## config.mk

```make
export PLATFORM = sky130hd
export DESIGN_NAME = regfile_write_arbiter
export DESIGN_NICKNAME = d
export VERILOG_FILES = /design/src/rtl/regfile_write_arbiter.sv
export SDC_FILE = /design/constraint.sdc
export NUM_CORES = 1
export LEC_CHECK = 0
export ABC_CLOCK_PERIOD_IN_PS = 11490
export BUFFER_PORTS_ARGS = -buffer_cell sky130_fd_sc_hd__buf_2
export CAP_MARGIN = 20
export CORE_MARGIN = 8
export CORE_UTILIZATION = 30
export CTS_BUF_LIST = sky130_fd_sc_hd__clkbuf_8 sky130_fd_sc_hd__clkbuf_16
export DETAILED_ROUTE_END_ITERATION = 12
export SETUP_SLACK_MARGIN = 0.3
export SYNTH_ARGS = -nofsm -noshare
export SYNTH_HDL_FRONTEND = slang
export SYNTH_SLANG_ARGS = --single-unit
export TNS_END_PERCENT = 20
```

## constraint.sdc

```tcl
create_clock -name clk -period 11.49 [get_ports clk]
set_input_delay 3.447 -clock clk [delete_from_list [all_inputs] [get_ports clk]]
set_output_delay 3.447 -clock clk [all_outputs]
set_load 0.05 [all_outputs]
```

## src/rtl/regfile_write_arbiter.sv

```systemverilog
// Shares the register file write port between two producers: one-entry skid buffers
// per requester, round-robin drain into a registered write stage, plus RAW hazard flags.
module regfile_write_arbiter #(
  parameter int DATA_W   = 32,
  parameter int ADDR_W   = 5,
  parameter bit ZERO_REG = 1'b1
) (
  input  logic              clk,
  input  logic              rst,
  input  logic              req0_valid,
  output logic              req0_ready,
  input  logic [ADDR_W-1:0] req0_addr,
  input  logic [DATA_W-1:0] req0_data,
  input  logic              req1_valid,
  output logic              req1_ready,
  input  logic [ADDR_W-1:0] req1_addr,
  input  logic [DATA_W-1:0] req1_data,
  output logic              rf_we,
  output logic [ADDR_W-1:0] rf_waddr,
  output logic [DATA_W-1:0] rf_wdata,
  input  logic [ADDR_W-1:0] rd_addr_a,
  input  logic [ADDR_W-1:0] rd_addr_b,
  output logic              hazard_a,
  output logic              hazard_b
);

  logic              buf0_v;
  logic [ADDR_W-1:0] buf0_addr;
  logic [DATA_W-1:0] buf0_data;
  logic              buf1_v;
  logic [ADDR_W-1:0] buf1_addr;
  logic [DATA_W-1:0] buf1_data;
  logic              rr;

  logic              grant0;
  logic              grant1;
  logic              grant_any;
  logic              grant_zero;
  logic [ADDR_W-1:0] grant_addr;
  logic [DATA_W-1:0] grant_data;
  logic              accept0;
  logic              accept1;

  always_comb begin
    grant0     = buf0_v && (!buf1_v || !rr);
    grant1     = buf1_v && !grant0;
    grant_any  = grant0 || grant1;
    grant_addr = grant1 ? buf1_addr : buf0_addr;
    grant_data = grant1 ? buf1_data : buf0_data;
    grant_zero = ZERO_REG && (grant_addr == '0);
  end

  // A buffer being drained this cycle can be refilled on the same edge.
  assign req0_ready = !rst && (!buf0_v || grant0);
  assign req1_ready = !rst && (!buf1_v || grant1);
  assign accept0    = req0_valid && req0_ready;
  assign accept1    = req1_valid && req1_ready;

  always_ff @(posedge clk or posedge rst) begin
    if (rst) begin
      buf0_v    <= 1'b0;
      buf0_addr <= '0;
      buf0_data <= '0;
    end else if (accept0) begin
      buf0_v    <= 1'b1;
      buf0_addr <= req0_addr;
      buf0_data <= req0_data;
    end else if (grant0) begin
      buf0_v    <= 1'b0;
    end
  end

  always_ff @(posedge clk or posedge rst) begin
    if (rst) begin
      buf1_v    <= 1'b0;
      buf1_addr <= '0;
      buf1_data <= '0;
    end else if (accept1) begin
      buf1_v    <= 1'b1;
      buf1_addr <= req1_addr;
      buf1_data <= req1_data;
    end else if (grant1) begin
      buf1_v    <= 1'b0;
    end
  end

  // Granted side is rr under contention, so flipping hands priority to the loser.
  always_ff @(posedge clk or posedge rst) begin
    if (rst) begin
      rr <= 1'b0;
    end else if (buf0_v && buf1_v) begin
      rr <= ~rr;
    end
  end

  always_ff @(posedge clk or posedge rst) begin
    if (rst) begin
      rf_we    <= 1'b0;
      rf_waddr <= '0;
      rf_wdata <= '0;
    end else if (grant_any && !grant_zero) begin
      rf_we    <= 1'b1;
      rf_waddr <= grant_addr;
      rf_wdata <= grant_data;
    end else begin
      rf_we    <= 1'b0;
    end
  end

  function automatic logic pending(input logic [ADDR_W-1:0] ra);
    logic hit;
    hit = (buf0_v && (buf0_addr == ra)) ||
          (buf1_v && (buf1_addr == ra)) ||
          (rf_we  && (rf_waddr  == ra));
    return hit && !(ZERO_REG && (ra == '0));
  endfunction

  always_comb begin
    hazard_a = pending(rd_addr_a);
    hazard_b = pending(rd_addr_b);
  end

endmodule
```

==> results of run 1 <==
stage by stage:
step                      instance area, µm²  hold WS (ns)  setup slack [ns]  util, %
final                                   6770         0.497              3.43     39.5
after global routing                    6770         0.516              3.34     39.5
after CTS                               6700         0.502              3.44     39.2
after detailed placement                6070         0.489              3.45     35.5
after global placement                  6070         0.482              3.48     35.5
after floorplan                         5200         0.474              3.31        -
area by class of cell:
type | count | area, µm²
tap | 225 | 282
multi-input combinational | 215 | 2240
clock inverter | 11 | 160
inverter | 4 | 17.5
timing repair buffer | 134 | 728
fill | 1640 | 10300
sequential | 115 | 2880
clock buffer | 20 | 467
per-layer routing:
layer	vias up	share of wire, %	routed length (µm)	GRT usage, %
met1	1701	43	5560	14.5
met4	0	1.2	160	4.33
met5	-	0	0	0
met2	91	50	6530	20.5
met3	18	6.3	826	4.80
li1	1535	-	-	-
sequential cells by signal (all words and copies together) (netlist names):
| name | count |
|---|---|
| buf0_addr | 5 |
| buf0_data | 32 |
| buf0_v | 1 |
| buf1_addr | 5 |
| buf1_data | 32 |
| buf1_v | 1 |
| rf_waddr | 5 |
| rf_wdata | 32 |
| rf_we | 1 |
| rr | 1 |
path summary, 6_finish.rpt:
path,start,to,slack (ns),depth (start not counted)
setup / recovery,rd_addr_b[1],hazard_b,3.43,6
hold / removal,buf0_data[10],buf0_data[10],0.50,1
setup reg to reg,buf0_v,rf_wdata[30],8.54,6
hold reg to reg,buf0_data[10],buf0_data[10],0.50,1
max in group asynchronous,rst,rf_wdata[15],7.10,3
min in group asynchronous,rst,buf0_addr[1],3.19,2
synthesized netlist by cell type, types with 2 or more instances:
| cell | n |
|---|---|
| nor4_1 | 6 |
| nand2_1 | 6 |
| a31oi_1 | 2 |
| inv_1 | 4 |
| buf_6 | 3 |
| xnor2_1 | 7 |
| o21ai_2 | 2 |
| buf_2 | 7 |
| mux2_4 | 27 |
| mux2_2 | 115 |
| nand4_1 | 3 |
| a32oi_1 | 5 |
| xor2_1 | 24 |
| o21ai_0 | 4 |
| dfrtp_1 | 115 |
| nor2_1 | 3 |
| or4_1 | 3 |
| nand3_1 | 2 |
| clkbuf_1 | 4 |
power groups by stage:
| stage | registers [mW] | clock network, mW | logic [mW] |
|---|---|---|---|
| global route | 0.626 | 0.595 | 0.654 |
| CTS | 0.611 | 0.572 | 0.626 |
| global placement | 0.609 | 0 | 0.613 |
| detailed placement | 0.616 | 0 | 0.624 |
| finish | 0.610 | 0.556 | 0.619 |
| floorplan | 0.827 | 0 | 0.250 |
cell families after synthesis:
kind of cell              after synthesis  share of synthesized area (%)
buffers and inverters                  19                           1.97
xor gates and xnor gates               31                           5.22
DFF                                   115                           55.3
muxes                                 142                           32.7
AOI/OAI and AO/OA                      15                           2.04
and+or+nand+nor                        27                           2.81
placed cells by master (no fill, tap or decap), types with 3 or more instances in the layout:
| master | instances |
|---|---|
| or4_1 | 3 |
| nand4_1 | 3 |
| nand2_2 | 3 |
| xor2_1 | 24 |
| inv_1 | 5 |
| dfrtp_1 | 115 |
| clkbuf_16 | 17 |
| mux2_2 | 115 |
| mux2_4 | 27 |
| xnor2_1 | 7 |
| clkbuf_8 | 3 |
| nor2_1 | 3 |
| nand2_1 | 4 |
| a32oi_1 | 5 |
| clkinvlp_4 | 3 |
| nor4_1 | 6 |
| o21ai_0 | 4 |
| bufinv_16 | 4 |
| buf_2 | 129 |
==> impl_metrics.csv, run 1 <==
group,metric,value,unit
routing,wl_per_cell,18.1,µm
pwr,p_per_area,264,nW/µm²
logic_synthesis,synthCells,349,
sta,worst_pin_slew,0.929,ns
setup_path,worstPathMaxFanout,4,
sta,setup_viol,0,
hold_path,min_path_type,"reg -> reg",
sta,timing.setup.tns,0,ns
grt,grt_use_total,12.4,%
routing,remaining_drc_errors,0,
placed_design,place.gp.congestion,0.842,
die,die_y,148,µm
setup_path,setup.worst_path.end_class,"output port",
logic_synthesis,synthDistinctLibCells,26,
logic_synthesis,ys_ff_latch,115,
logic_synthesis,avgSynthCellArea,14.9,µm²
pwr,p_sw,0.651,mW
status,outcome,"finished, final reports clean",
routing,num_vias,3345,
sta,finalHoldViolations,0,
sta,rsz0062_at_grt,"no",
layout,nets,575,
die,placeableCoreArea,17100,µm²
setup_path,crit_type,"in -> out",
placed_design,port_buffers,129,
sta,fmax,124,MHz
routing,viasPerCell,4.62,
logic_synthesis,synth_top_area_cell,"dfrtp_1",
routing,wl,13.1,mm
die,ioPinCount,130,
clocking,clockBufferDepth,2,
logic_synthesis,synth-edff-count,0,
grt,grt_start_max_net_pins,60,
setup_path,critPathMostFrequentCell,"buf_2",
clocking,numCtsBuffers,17,
setup_path,startpoint_type,"primary input",
routing,dr.first_iter.drc_count,113,
clocking,holdBufCountCts,0,
setup_path,path_buf_inv,2,
pwr,fin_total_pwr,1.78,mW
clocking,clkTransAtPathRegs,0.05,ns
die,die_area,21800,µm²
clocking,cts_resized,0,
grt,overflow,0,
sta,min_period,8.06,ns
clocking,cts_tree,"built",
pwr,p_seq_share,34.2,%
logic_synthesis,ys.flop_type,"dfrtp_1",
grt,grt_pass1_vias,3891,
setup_path,slowest_delay,0.30,ns
setup_path,crit_path_top_delay_cell,"nor4_1",
clocking,post_cts_buffers,0,
logic_synthesis,ys_warn_count,0,
pwr,switching_share,36.5,%
pwr,power_frac_comb,34.7,%
setup_path,cp_data_required_time,8.04,ns
sta,slew_headroom,37.8,%
sta,finalMaxSlewViolations,0,
routing,ant_nets,0,
flow_run,cap_viol_max_count,0,
clocking,cts_htree_levels,4,
placed_design,dp.final_hpwl,8.78,mm
pwr,p_leak,3.11,nW
setup_path,path_cells,"buf_2 -> xor2_1 -> nor4_1 -> a32oi_1 -> a21oi_1 -> buf_2",
layout,drive_gt1_share,62.3,%
grt,antenna_found_initial,0,
die,die_w,148,µm
pwr,peakVddDrop,0.117,mV
die,initial_utilization,30.4,%
logic_synthesis,async_reset_ff_share,100,%
sta,finalCritPeriodShare,70.1,%
logic_synthesis,yosys.area.top_type_share,55.3,%
sta,clock_skew,0.00861,ns
layout,syn_to_final_growth,30.0,%
layout,diodes,0,
die,fp-row-count,48,
setup_path,crit_arrival,4.61,ns
logic_synthesis,ys_seq_area_share,55.3,%
grt,grt_pass1_wl,21.1,mm
clocking,clock_latency,0.41,ns
pwr,power.internal,1.13,mW
setup_path,critPathTopFamily,"buffers and inverters",
placed_design,place_inst,690,
logic_synthesis,synth.area.top_cells,"dfrtp_1, mux2_2, mux2_4, xor2_1, xnor2_1",
logic_synthesis,synth.net_count,437,
logic_synthesis,synth_area,5200,µm²
pwr,clkPwrFrac,31.1,%
routing,first_pass_iters,4,
clocking,cts_root_buffer,"clkbuf_16",
clocking,clock-sinks,115,
layout,instances_no_fill,724,
Power figures use the tool's default switching activity.
==> inputs of run 2 (changes only) <==
--- a/config.mk
+++ b/config.mk
@@ -5,7 +5,8 @@
 export SDC_FILE = /design/constraint.sdc
 export NUM_CORES = 1
 export LEC_CHECK = 0
-export ABC_CLOCK_PERIOD_IN_PS = 11490
+export ABC_AREA = 1
+export ABC_CLOCK_PERIOD_IN_PS = 7150
 export BUFFER_PORTS_ARGS = -buffer_cell sky130_fd_sc_hd__buf_2
 export CAP_MARGIN = 20
 export CORE_MARGIN = 8
==> constraint.sdc (replaced) <==
create_clock -name clk -period 7.15 [get_ports clk]
set_input_delay 2.145 -clock clk [delete_from_list [all_inputs] [get_ports clk]]
set_output_delay 2.145 -clock clk [all_outputs]
set_load 0.05 [all_outputs]
==> impl_metrics.csv, run 2 <==
group,metric,value,unit
grt,met2_usage,24.1,%
placed_design,dp.final_hpwl,10.6,mm
setup_path,crit_start,"rd_addr_b[4]",
logic_synthesis,synthMuxAreaShare,13.1,%
sta,min_period,5.31,ns
clocking,clock_latency,0.41,ns
pwr,peakVddDrop,0.188,mV
pwr,fin_total_pwr,2.50,mW
clocking,holdBufCountCts,0,
sta,finalMaxSlewViolations,0,
setup_path,crit_type,"in -> out",
grt,grt_use_total,14.6,%
setup_path,slowest_delay,0.25,ns
layout,syn_to_final_growth,26.4,%
grt,grtUsageMet1,18.5,%
die,die_w,152,µm
hold_path,min_path_type,"reg -> reg",
setup_path,cp_data_required_time,5.01,ns
clocking,cts_tree,"built",
routing,ant_nets,0,
grt,antenna_found_initial,0,
grt,overflow,0,
die,ioPinCount,130,
setup_path,path_cells,"buf_2 -> inv_1 -> nor2_1 -> nor3_1 -> nand3_1 -> nand3_1 -> nand2_1 -> inv_1 -> buf_2",
clocking,cts_resized,0,
logic_synthesis,yosysMostFrequentCell,"nand2_1",
clocking,clock-sinks,115,
routing,remaining_drc_errors,0,
logic_synthesis,ys_ff_latch,115,
sta,finalHoldViolations,0,
setup_path,cp_num_cells,9,
grt,grt_pass1_wl,25.7,mm
clocking,cts_htree_levels,4,
setup_path,critPathTopFamily,"buffers and inverters",
logic_synthesis,ys_seq_area_share,52.2,%
sta,timing.setup.tns,0,ns
sta,finalCritPeriodShare,74.3,%
setup_path,path_buf_inv,4,
layout,diodes,0,
sta,rsz0062_at_grt,"no",
routing,dr.first_iter.drc_count,242,
setup_path,critPathCapture,"hazard_b",
setup_path,ff2ff_path_depth,8,
sta,setup_viol,0,
sta,fmax,188,MHz
clocking,numCtsBuffers,17,
layout,instances_no_fill,949,
grt,use_met3,3.80,%
layout,utilization,38.7,%
logic_synthesis,netlist_top_cells_count,"nand2_1, dfrtp_1, nand3_1",
layout,nFillCells,1873,
die,placeableCoreArea,18000,µm²
grt,grt_pass1_vias,4636,
clocking,cts_root_buffer,"clkbuf_16",
die,die_area,23000,µm²
pwr,p_per_area,358,nW/µm²
layout,drive_gt1_share,35.1,%
logic_synthesis,synthCells,588,
die,die_y,152,µm
layout,nets,795,
setup_path,worstPathMaxFanout,4,
logic_synthesis,synth_top_area_cell,"dfrtp_1",
hold_path,hold_depth,2,
grt,grt_start_max_net_pins,60,
placed_design,port_buffers,129,
logic_synthesis,async_reset_ff_share,100,%
routing,num_vias,4541,
logic_synthesis,synthAdderAreaFrac,0,%
clocking,clkTransAtPathRegs,0.05,ns
setup_path,r2r_start,"buf1_v",
layout,final_common_cell,"nand2_1",
logic_synthesis,synth.net_count,676,
logic_synthesis,ys.flop_type,"dfrtp_1",
pwr,p_leak,3.57,nW
sta,clock_skew,0.00869,ns
setup_path,setup.worst_path.end_class,"output port",
sta,timing.hold.ws,0.488,ns
layout,reg_top3,"buf0_data: 32 flops, buf1_data: 32 flops, rf_wdata: 32 flops",
logic_synthesis,ys_warn_count,0,
setup_path,rr_endpoint,"rf_wdata[25]",
placed_design,place.gp.congestion,0.882,
status,outcome,"finished, final reports clean",
logic_synthesis,synthSimpleGateAreaFrac,25.3,%
logic_synthesis,synth_xor_area_share,0.318,%
routing,first_pass_iters,5,
setup_path,startpoint_type,"primary input",
setup_path,crit_arrival,3.17,ns
logic_synthesis,synth_compound_area_share,3.27,%
die,fp-row-count,49,
logic_synthesis,synth.area.top_cells,"dfrtp_1, mux2_2, nand3_1, nand2_1, nor2_1",
setup_path,crit_path_top_delay_cell,"buf_2",
logic_synthesis,avgSynthCellArea,9.38,µm²
logic_synthesis,synth-edff-count,0,
layout,mostFrequentLayoutCells,"nand2_1, buf_2, dfrtp_1",
sta,slew_headroom,34.1,%
clocking,clockBufferDepth,2,
die,initial_utilization,30.6,%
routing,wl_per_cell,17.3,µm
placed_design,place_inst,916,
flow_run,cap_viol_max_count,0,
routing,viasPerCell,4.79,
logic_synthesis,synth_top_family_by_area,"simple AND/OR/NAND/NOR gates",
logic_synthesis,synth_area,5520,µm²
clocking,post_cts_buffers,0,
sta,worst_pin_slew,0.985,ns
grt,grt-busiest-layer,"met2",
routing,wl,16.4,mm
logic_synthesis,yosys.area.top_type_share,52.2,%
setup_path,regToRegSetupSlack,3.85,ns
logic_synthesis,synthDistinctLibCells,24,
## run 2: changes by cell type after synthesis, moves of 25 or more
cell	previous run	this run
nand3_1	2	104
nand2_1	6	137
nor2_1	3	42
inv_1	4	29
mux2_4	27	0
mux2_2	115	64
## run 2: worst min path at each step
stage	from	end	slack, ns
floorplan	buf1_data[0]	buf1_data[0]	0.48
global placement	rf_wdata[29]	rf_wdata[29]	0.48
detailed placement	rf_wdata[27]	rf_wdata[27]	0.48
CTS	rf_wdata[27]	rf_wdata[27]	0.50
global route	buf0_data[20]	buf0_data[20]	0.51
finish	rf_wdata[27]	rf_wdata[27]	0.49
## run 2: worst reg2reg max path, cell delays in order, from the launching register on
cell	delay, ns
dfrtp_2	0.65
buf_4	0.38
nand2_2	0.60
nand2_1	0.22
nand2_1	0.11
nor2_1	0.13
nand3_2	0.69
nand3_1	0.33
nand2_1	0.08
## run 2: cell type report
| cell class | count | area [µm²] | share of cell area (%) |
|---|---|---|---|
| Inverter | 30 | 116 | 1.67 |
| Sequential cell | 115 | 2880 | 41.3 |
| Timing Repair Buffer | 134 | 696 | 9.98 |
| Tap cell | 229 | 287 | 4.11 |
| Clock inverter | 10 | 178 | 2.55 |
| Multi-Input combinational cell | 409 | 2320 | 33.3 |
| Clock buffer | 22 | 494 | 7.09 |
## run 2: cells by family (layout without fill, tap and decap cells)
logic type	after synthesis	after routing
and+or+nand+nor	309	309
DFF	115	115
muxes	64	64
buffers and inverters	64	196
AOI/OAI and AO/OA	34	34
xor gates and xnor gates	2	2
## run 2: layer usage
| metal | vias to the layer above | routed length, µm |
|---|---|---|
| li1 | 2199 | - |
| met1 | 2221 | 7500 |
| met2 | 106 | 7990 |
| met3 | 15 | 708 |
| met4 | 0 | 178 |
| met5 | - | 0 |
## run 2: per-stage QoR
| stage | worst slack (ns) | instance area (µm²) |
|---|---|---|
| 6_report | 1.84 | 6970 |
| 2_1_floorplan | 0.760 | 5520 |
| 3_3_place_gp | 1.83 | 6280 |
| 5_1_grt | 1.67 | 6970 |
| 4_1_cts | 1.84 | 6950 |
| 3_5_place_dp | 1.84 | 6280 |
## run 2: report_power, final
part | switching, mW | internal, mW
Sequential | 0.0964 | 0.782
Clock | 0.298 | 0.662
Combinational | 0.462 | 0.195
Total | 0.857 | 1.64
